## config.mk

```make
export PLATFORM = sky130hd
export DESIGN_NAME = wall_collision_flat
export DESIGN_NICKNAME = d
export VERILOG_FILES = /design/src/rtl/wall_collision_if.sv /design/src/rtl/wall_collision.sv /design/src/flat_wrapper.sv
export SDC_FILE = /design/constraint.sdc
export NUM_CORES = 1
export LEC_CHECK = 0
export ABC_AREA = 1
export CORE_ASPECT_RATIO = 1.75
export CORE_MARGIN = 2
export CORE_UTILIZATION = 45
export DETAILED_ROUTE_END_ITERATION = 16
export GPL_TIMING_DRIVEN = 0
export PLACE_DENSITY = 0.7
export SKIP_CTS_REPAIR_TIMING = 1
export SLEW_MARGIN = 20
export SYNTH_ARGS = -nofsm -noshare
export SYNTH_HDL_FRONTEND = slang
export SYNTH_SLANG_ARGS = --single-unit
```

## constraint.sdc

```tcl
create_clock -name CLOCK_25 -period 3.6 [get_ports CLOCK_25]
set_input_delay 0.54 -clock CLOCK_25 [delete_from_list [all_inputs] [get_ports CLOCK_25]]
set_output_delay 0.54 -clock CLOCK_25 [all_outputs]
set_load 0.005 [all_outputs]
```

## src/rtl/wall_collision_if.sv

```systemverilog
// Signal bundle between wall_collision, the sprite position source and the maze tile ROM.
// The slave modport is the collision block's view; master is the environment's view.
interface wall_collision_if;
  logic [9:0]  x_pos;
  logic [9:0]  y_pos;
  logic [2:0]  mapa_x;
  logic [2:0]  mapa_y;
  logic [14:0] tile_addr;
  logic        tile_data;
  logic        collision;
  logic        done;

  modport master (
    output x_pos, y_pos, mapa_x, mapa_y, tile_data,
    input  tile_addr, collision, done
  );

  modport slave (
    input  x_pos, y_pos, mapa_x, mapa_y, tile_data,
    output tile_addr, collision, done
  );
endinterface

```

## src/rtl/wall_collision.sv

```systemverilog
// Six-cycle evaluation loop: snapshot the sprite position, probe the tile ROM at the four
// sprite corners and publish a registered wall-collision flag with a one-cycle done pulse.
module wall_collision #(
  parameter int SPRITE_SIZE = 16,
  parameter int TILE_SHIFT  = 5,
  parameter int H_OFFSET    = 144,
  parameter int V_OFFSET    = 35
) (
  input  logic            CLOCK_25,
  input  logic            reset,
  wall_collision_if.slave bus
);

  typedef enum logic [2:0] {
    LATCH = 3'd0,
    C0    = 3'd1,
    C1    = 3'd2,
    C2    = 3'd3,
    C3    = 3'd4,
    FIN   = 3'd5
  } state_t;

  localparam logic signed [10:0] L_H_OFF   = 11'(H_OFFSET);
  localparam logic signed [10:0] L_V_OFF   = 11'(V_OFFSET);
  localparam logic signed [10:0] L_EDGE    = 11'(SPRITE_SIZE - 1);
  localparam logic signed [10:0] L_COL_END = 11'sd640;
  localparam logic signed [10:0] L_ROW_END = 11'sd480;

  state_t             r_state;
  state_t             w_next_state;
  logic [9:0]         r_x;
  logic [9:0]         r_y;
  logic [2:0]         r_mx;
  logic [2:0]         r_my;
  logic               r_hit;
  logic               r_inb;
  logic               r_inb_d;
  logic [14:0]        r_tile_addr;
  logic               r_collision;
  logic               r_done;

  logic               w_load;
  logic               w_sample;
  logic signed [10:0] w_dx;
  logic signed [10:0] w_dy;
  logic [9:0]         w_src_x;
  logic [9:0]         w_src_y;
  logic [2:0]         w_src_mx;
  logic [2:0]         w_src_my;
  logic signed [10:0] w_col;
  logic signed [10:0] w_row;
  logic [4:0]         w_tile_col;
  logic [3:0]         w_tile_row;
  logic               w_inb;
  logic [14:0]        w_addr;
  logic               w_tile_bit;

  // The address register is loaded on entry to C0..C3, so each state selects the corner of the next one.
  always_comb begin
    w_next_state = LATCH;
    w_load       = 1'b0;
    w_sample     = 1'b0;
    w_dx         = 11'sd0;
    w_dy         = 11'sd0;
    case (r_state)
      LATCH: begin
        w_next_state = C0;
        w_load       = 1'b1;
      end
      C0: begin
        w_next_state = C1;
        w_load       = 1'b1;
        w_dx         = L_EDGE;
      end
      C1: begin
        w_next_state = C2;
        w_load       = 1'b1;
        w_sample     = 1'b1;
        w_dy         = L_EDGE;
      end
      C2: begin
        w_next_state = C3;
        w_load       = 1'b1;
        w_sample     = 1'b1;
        w_dx         = L_EDGE;
        w_dy         = L_EDGE;
      end
      C3: begin
        w_next_state = FIN;
        w_sample     = 1'b1;
      end
      FIN: begin
        w_next_state = LATCH;
        w_sample     = 1'b1;
      end
      default: begin
        w_next_state = LATCH;
      end
    endcase
  end

  // The top-left address leaves LATCH in the same edge as the snapshot, so it uses the live inputs.
  assign w_src_x  = (r_state == LATCH) ? bus.x_pos  : r_x;
  assign w_src_y  = (r_state == LATCH) ? bus.y_pos  : r_y;
  assign w_src_mx = (r_state == LATCH) ? bus.mapa_x : r_mx;
  assign w_src_my = (r_state == LATCH) ? bus.mapa_y : r_my;

  assign w_col = $signed({1'b0, w_src_x}) - L_H_OFF + w_dx;
  assign w_row = $signed({1'b0, w_src_y}) - L_V_OFF + w_dy;

  assign w_inb = !w_col[10] && (w_col < L_COL_END) && !w_row[10] && (w_row < L_ROW_END);

  assign w_tile_col = w_col[TILE_SHIFT +: 5];
  assign w_tile_row = w_row[TILE_SHIFT +: 4];
  assign w_addr     = w_inb ? {w_src_my, w_src_mx, w_tile_row, w_tile_col} : 15'd0;

  // ROM data belongs to the corner driven one state earlier, whose bounds flag is r_inb_d.
  assign w_tile_bit = bus.tile_data & r_inb_d;

  // FSM state register.
  always_ff @(posedge CLOCK_25) begin
    if (reset) begin
      r_state <= LATCH;
    end else begin
      r_state <= w_next_state;
    end
  end

  // Position and room snapshot taken once per evaluation.
  always_ff @(posedge CLOCK_25) begin
    if (reset) begin
      r_x  <= 10'd0;
      r_y  <= 10'd0;
      r_mx <= 3'd0;
      r_my <= 3'd0;
    end else if (r_state == LATCH) begin
      r_x  <= bus.x_pos;
      r_y  <= bus.y_pos;
      r_mx <= bus.mapa_x;
      r_my <= bus.mapa_y;
    end else begin
      r_x  <= r_x;
      r_y  <= r_y;
      r_mx <= r_mx;
      r_my <= r_my;
    end
  end

  // ROM address and the bounds flags that travel with it.
  always_ff @(posedge CLOCK_25) begin
    if (reset) begin
      r_tile_addr <= 15'd0;
      r_inb       <= 1'b0;
      r_inb_d     <= 1'b0;
    end else begin
      r_inb_d <= r_inb;
      if (w_load) begin
        r_tile_addr <= w_addr;
        r_inb       <= w_inb;
      end else begin
        r_tile_addr <= r_tile_addr;
        r_inb       <= r_inb;
      end
    end
  end

  // Wall accumulator across the four corner samples.
  always_ff @(posedge CLOCK_25) begin
    if (reset) begin
      r_hit <= 1'b0;
    end else if (r_state == LATCH) begin
      r_hit <= 1'b0;
    end else if (w_sample) begin
      r_hit <= r_hit | w_tile_bit;
    end else begin
      r_hit <= r_hit;
    end
  end

  // Published result and completion pulse.
  always_ff @(posedge CLOCK_25) begin
    if (reset) begin
      r_collision <= 1'b0;
      r_done      <= 1'b0;
    end else if (r_state == FIN) begin
      r_collision <= r_hit | w_tile_bit;
      r_done      <= 1'b1;
    end else begin
      r_collision <= r_collision;
      r_done      <= 1'b0;
    end
  end

  assign bus.tile_addr = r_tile_addr;
  assign bus.collision = r_collision;
  assign bus.done      = r_done;

endmodule

```

## src/flat_wrapper.sv

```systemverilog
// flat-port wrapper written by rule: the top's interface ports become plain ports
module wall_collision_flat 
#(
  parameter int SPRITE_SIZE = 16,
  parameter int TILE_SHIFT  = 5,
  parameter int H_OFFSET    = 144,
  parameter int V_OFFSET    = 35
)
  (CLOCK_25, reset, bus_x_pos, bus_y_pos, bus_mapa_x, bus_mapa_y, bus_tile_data, bus_tile_addr, bus_collision, bus_done);
  wall_collision_if bus_i ();
  input  logic CLOCK_25;
  input  logic reset;
  input wire logic [$bits(bus_i.x_pos)-1:0] bus_x_pos;
  input wire logic [$bits(bus_i.y_pos)-1:0] bus_y_pos;
  input wire logic [$bits(bus_i.mapa_x)-1:0] bus_mapa_x;
  input wire logic [$bits(bus_i.mapa_y)-1:0] bus_mapa_y;
  input wire logic [$bits(bus_i.tile_data)-1:0] bus_tile_data;
  output wire logic [$bits(bus_i.tile_addr)-1:0] bus_tile_addr;
  output wire logic [$bits(bus_i.collision)-1:0] bus_collision;
  output wire logic [$bits(bus_i.done)-1:0] bus_done;
  assign bus_i.x_pos = bus_x_pos;
  assign bus_i.y_pos = bus_y_pos;
  assign bus_i.mapa_x = bus_mapa_x;
  assign bus_i.mapa_y = bus_mapa_y;
  assign bus_i.tile_data = bus_tile_data;
  assign bus_tile_addr = bus_i.tile_addr;
  assign bus_collision = bus_i.collision;
  assign bus_done = bus_i.done;
  wall_collision #(.SPRITE_SIZE(SPRITE_SIZE), .TILE_SHIFT(TILE_SHIFT), .H_OFFSET(H_OFFSET), .V_OFFSET(V_OFFSET)) u_core (.CLOCK_25(CLOCK_25), .reset(reset), .bus(bus_i));
endmodule
```

* Word level (Yosys, flattened, before mapping) *
Cells that the tools add are included.

word-level totals
  bits in registers = 49
  latch bits = 0
  memory bits (writable) = 0
  memory bits (read-only) = 0
  output and inout port bits = 17
  memories = 0

cells by class
  add/sub/neg operators = 4
  multiply operators = 0
  divide/modulo/power cells = 0
  order comparisons = 2
  eq/ne operators = 5
  shift-type cells = 0
  muxes and demuxes = 11
  bitwise operators = 2
  reduce and logical (&&, ||, !) cells = 11

operator list
  operator                                                                        count
  11-bit by 5-bit adder with 11-bit output                                        2
  10-bit two-way mux                                                              2
  15-bit two-way mux                                                              1
  3-bit one-hot mux with 5 select lines                                           1
  11-bit by 10-bit less-than comparator with 1-bit output, second input constant  1
  11-bit less-than comparator, second input constant                              1
  10-bit by 6-bit subtractor with 11-bit output, second input constant            1
  10-bit by 8-bit subtractor with 11-bit output, second input constant            1
  4-bit two-way mux                                                               2
  4-bit OR reduction                                                              2
  3-bit by 2-bit == test with 1-bit output, second input constant                 2
  3-bit == test, second input constant                                            2
  3-bit two-way mux                                                               2
  2-bit OR reduction                                                              3
  3-bit by 1-bit == test with 1-bit output, second input constant                 1
  1-bit logical AND                                                               3
  3-bit logical NOT                                                               1
  1-bit two-way mux                                                               3
  1-bit logical NOT                                                               2
  1-bit bitwise AND                                                               1
  1-bit bitwise OR                                                                1

* Depth between registers and ports, before layout *
  word-level depth = 9
  mapped depth = 25
  mapped depth without buffers = 22

* Worst setup path after synthesis *
OpenSTA, ideal clock, no wires.

  path type = register to register
  from = register u_core.r_state[2]
  to = register u_core.r_tile_addr[2] (netlist: u_core.bus.tile_addr[2])
  data arrival time = 3.027 ns
  required time = 3.486 ns
  setup slack = 0.459 ns
  cell stages (with the launch flop) = 20
  buffers on the path = 3
  period minus slack after synthesis = 3.141 ns
  path through = dfxtp_1 -> inv_4 -> nand2_4 -> buf_2 -> clkbuf_1 -> mux2i_1 -> ha_1 -> inv_1 -> ha_1 -> nand2_1 -> inv_1 -> o21ai_0 -> nand2_1 -> o21bai_2 -> xor2_1 -> nor2_1 -> nand3_2 -> buf_2 -> nand4_1 -> nand2_1

on the way
  longest elaborated chain between the ends = 9
  elaborated cells on any way between the ends = 24
  classes of those cells = add/sub (4); order compare (2); eq/ne (3); mux (6); reduce/logical (9)

ends and longest elaborated chain
  what                                                                                RTL line                                                            text
  start: declaration                                                                  wall_collision.sv:29                                                state_t r_state;
  start signal: assignment                                                            wall_collision.sv:125                                               r_state <= w_next_state;
  3-bit logical NOT (tied with other cells)                                           wall_collision.sv:65, wall_collision.sv:103, wall_collision.sv:104
  10-bit two-way mux or 2-bit OR reduction (tied branches)                            -
  10-bit by 8-bit subtractor with 11-bit output or 4-bit two-way mux (tied branches)  wall_collision.sv:108, wall_collision.sv:65
  11-bit by 5-bit adder with 11-bit output                                            wall_collision.sv:108                                               assign w_col = $signed({1'b0, w_src_x}) - L_H_OFF + w_dx;
  11-bit less-than comparator or 1-bit logical NOT (tied branches)                    wall_collision.sv:111                                               assign w_inb = !w_col[10] && (w_col < L_COL_END) && !w_row[10] && (w_row < L_ROW_END);
  1-bit logical AND (3 in a row)                                                      wall_collision.sv:111
  15-bit two-way mux                                                                  wall_collision.sv:115                                               assign w_addr = w_inb ? {w_src_my, w_src_mx, w_tile_row, w_tile_col} : 15'd0;
  end signal: assignment                                                              wall_collision.sv:158                                               r_tile_addr <= w_addr;
  end signal: assignment                                                              wall_collision.sv:161                                               r_tile_addr <= r_tile_addr;
  end: declaration                                                                    wall_collision.sv:38                                                logic [14:0] r_tile_addr;

Parallel ways exist; a longest one is shown, timed or not.
A chain may end at the register's enable or synchronous reset.

* Worst setup path after layout *
Same ends and word-level chain as after synthesis.

==> impl_metrics.py <==
metrics = {
    "status": {
        "outcome": "finished, final reports clean",
    },
    "cells_and_area": {
        "final_cell_mix": "nand2_1 (98), dfxtp_1 (46), clkdlybuf4s50_1 (45), inv_1 (43), nor2_1 (31)",
        "nets": 443,
        "layout_commonest_cell": "nand2_1",
        "fillers": 537,
        "area_delta_synth_final_pct": 25.1,
        "final_cell_area_um2": 3150,
        "stdcell_count": 478,
        "layout-drive-gt1-share_pct": 10.9,
        "antenna_cells": 0,
    },
    "global_routing": {
        "grt_overflow": 0,
        "grt_use_total_pct": 19.8,
        "grt_pass1_vias": 2182,
        "grt_pass1_wl_um": 9280,
        "grt_max_degree": 16,
        "antenna_found_initial": 0,
    },
    "flow_run": {
        "max_cap_viol_count": 0,
    },
    "sta": {
        "finalSetupViolations": 0,
        "worst_pin_slew_ns": 0.525,
        "period_share_pct": 91.3,
        "finalHoldViolCount": 0,
        "rsz0062_at_grt": "no",
        "setup_tns_ns": 0,
        "whs_ns": 0.430,
        "max_freq_mhz": 304,
        "min_period_ns": 3.29,
        "finalMaxSlewViolations": 0,
        "skew_ns": 0.0112,
        "max-slew-margin-rel_pct": 65.0,
    },
    "clocking": {
        "clockBufferDepth": 2,
        "cts-root-buf": "clkbuf_8",
        "cts_tree": "yes",
        "h-tree-depth": 2,
        "clk_pin_slew_worst_paths_ns": 0.09,
        "cts_buffers": 5,
        "cts_num_sinks": 49,
        "clk_latency_ns": 0.31,
    },
    "route": {
        "postRouteAntennaNets": 0,
        "drt-initial-drc-count": 68,
        "avgRoutedWirePerCell_um": 11.4,
        "via_count": 2307,
        "drc": 0,
        "wirelength_um": 5430,
        "dr.pass1.iters": 4,
        "viasPerCell": 4.83,
    },
    "power_and_ir_drop": {
        "ir_drop_mv": 0.241,
        "power_density_nw_per_um2": 479,
        "total_power_mw": 1.51,
        "leakage_nw": 1.53,
    },
    "setup_path": {
        "timing.rr.start": "u_core.r_state[2]$_SDFF_PP0_",
        "critPathRequiredTime_ns": 3.81,
        "r2r_setup_slack_ns": 0.31,
        "crit_chain": "inv_4 -> nand2_4 -> clkbuf_4 -> mux2i_1 -> ha_1 -> inv_1 -> ha_1 -> nand2_1 -> inv_1 -> o21ai_0 -> nand2_1 -> o21bai_2 -> xor2_1 -> nor2_1 -> nand3_2 -> buf_2 -> nand4_1 -> nand2_1",
        "endpoint_kind": "flip-flop",
        "worst_setup_path_start_kind": "flip-flop",
        "reg2regPathDepth": 18,
        "slowest_stage": "dfxtp_2",
        "crit_type": "flip-flop to flip-flop",
        "cpMostUsedCell": "nand2_1",
        "cp_top_family": "simple AND/OR/NAND/NOR gates",
        "cp_max_fo": 19,
        "crit_arrival_ns": 3.49,
        "r2r-end": "u_core.bus.tile_addr[2]$_SDFFE_PP0P_",
        "path_buf_inv": 5,
        "cpPeakStageDelay_ns": 0.42,
    },
    "yosys": {
        "synth-warning-count": 0,
        "syn_area_um2": 2520,
        "ys_types": 34,
        "syn-num-nets": 393,
        "avgSynthCellArea_um2": 7.17,
        "yosysSeqAreaShare_pct": 39.0,
        "postSynthCellCount": 351,
        "ys_ff_latch": 49,
    },
    "placed_design": {
        "dp.cells": 472,
        "dp_hpwl_um": 4360,
        "io_buffers": 45,
        "placed_cell_area_um2": 3060,
        "gp_congestion": 0.816,
    },
    "floorplan": {
        "die_area_um2": 6230,
        "start_util_pct": 45.8,
        "pin_count": 46,
        "core_area_um2": 5500,
        "die_x_um": 60.5,
        "row_count": 36,
        "die_y_um": 103,
    },
    "hold_path": {
        "hold_depth": 2,
        "hold_class": "flip-flop to flip-flop",
        "worstHoldStart": "u_core.r_inb$_SDFFE_PP0P_",
        "hold_path_end": "u_core.r_inb_d$_SDFF_PP0_",
    },
}
==> final cells by class <==
| class | count | area [um2] | area share, % |
|---|---|---|---|
| clock inverters | 2 | 15.0 | 0.477 |
| clock buffers | 6 | 72.6 | 2.31 |
| flip-flops and latches | 49 | 985 | 31.3 |
| repair buffers | 45 | 450 | 14.3 |
| inverters | 46 | 175 | 5.56 |
| multi-input cells | 245 | 1300 | 41.3 |
| plain buffers | 9 | 55.1 | 1.75 |
| well taps | 76 | 95.1 | 3.02 |
==> how the worst max path moves through the flow <==
stage	start	endpoint	slack [ns]	cells past startpoint
after floorplan	u_core.r_state[2]$_SDFF_PP0_	u_core.bus.tile_addr[2]$_SDFFE_PP0P_	0.46	19
after global placement	u_core.r_state[2]$_SDFF_PP0_	u_core.bus.tile_addr[4]$_SDFFE_PP0P_	-0.14	19
after detailed placement	u_core.r_state[2]$_SDFF_PP0_	u_core.bus.tile_addr[2]$_SDFFE_PP0P_	-0.20	19
after CTS	u_core.r_state[2]$_SDFF_PP0_	u_core.bus.tile_addr[2]$_SDFFE_PP0P_	-0.22	19
after global routing	u_core.r_state[2]$_SDFF_PP0_	u_core.bus.tile_addr[13]$_SDFFE_PP0P_	0.01	19
final	u_core.r_state[2]$_SDFF_PP0_	u_core.bus.tile_addr[2]$_SDFFE_PP0P_	0.31	18
==> logic make-up after synthesis <==
group | synth area share (%)
flops | 39.0
fa+ha+maj | 6.46
simple gates | 33.9
mux | 0.796
buf+inv | 9.35
compound gates | 8.40
xor+xnor | 2.09
==> worst reg2reg max path: cells and delay by family (launching register included) <==
kind                     cells  cell delay, ns
AO/OA/AOI/OAI                2            0.35
XOR/XNOR                     1            0.16
adder cells (fa/ha/maj)      2            0.49
buffers and inverters        5            0.66
flip-flops                   1            0.42
multiplexers                 1            0.27
AND/OR/NAND/NOR              7            0.84
==> flip-flops by register name, summed over array words and instances, names as in the netlist <==
register and flops:
u_core.r_inb_d 1, u_core.r_my 3, u_core.bus.tile_addr 15, u_core.r_x 10, u_core.r_y 10, u_core.r_hit 1
u_core.r_inb 1, u_core.r_state 3, u_core.r_mx 3, u_core.bus.collision 1, u_core.bus.done 1
==> layer usage <==
layer	global-route usage [%]	vias up	wire [um]
li1	-	1213	-
met1	21.0	1037	2180
met2	36.7	47	2910
met5	0	-	0
met4	9.53	0	140
met3	3.14	10	191
==> cells in the mapped netlist <==
master / number / area [um2]
nor4_1: 1 / 6.26
inv_2: 2 / 7.51
nand4_1: 11 / 68.8
nand2_2: 6 / 37.5
nor3_1: 1 / 5.00
xnor2_1: 2 / 17.5
o21bai_1: 1 / 7.51
a21oi_1: 17 / 85.1
o211ai_2: 1 / 12.5
o21ai_0: 13 / 65.1
or2_1: 3 / 18.8
inv_1: 43 / 161
inv_4: 1 / 6.26
buf_2: 3 / 15.0
clkbuf_1: 6 / 22.5
o21bai_2: 1 / 11.3
nand2_4: 1 / 11.3
dfxtp_1: 49 / 981
o21ai_1: 1 / 5.00
nor2_2: 1 / 6.26
nor2_4: 2 / 22.5
or2_2: 8 / 50.1
mux2i_1: 2 / 20.0
o21ai_2: 2 / 17.5
nor2_1: 31 / 116
ha_1: 13 / 163
nor3_2: 1 / 10.0
nand3_1: 19 / 95.1
nand3_2: 3 / 30.0
xor2_1: 4 / 35.0
buf_6: 2 / 22.5
nand3b_1: 1 / 7.51
o21a_1: 1 / 7.51
nand2_1: 98 / 368
==> where the power goes <==
part / internal [mW] / total, mW / switching, mW
clock: 0.137 / 0.328 / 0.191
combinational: 0.236 / 0.560 / 0.324
sequential: 0.597 / 0.619 / 0.0217
==> stage by stage <==
stage | setup WS, ns | utilization, %
6_report | 0.314 | 57.3
5_1_grt | 0.0134 | 57.3
4_1_cts | -0.221 | 57.3
3_5_place_dp | -0.199 | 55.7
3_3_place_gp | -0.143 | 55.7
2_1_floorplan | 0.459 | -
No activity file was read; power rests on OpenSTA's default activity.
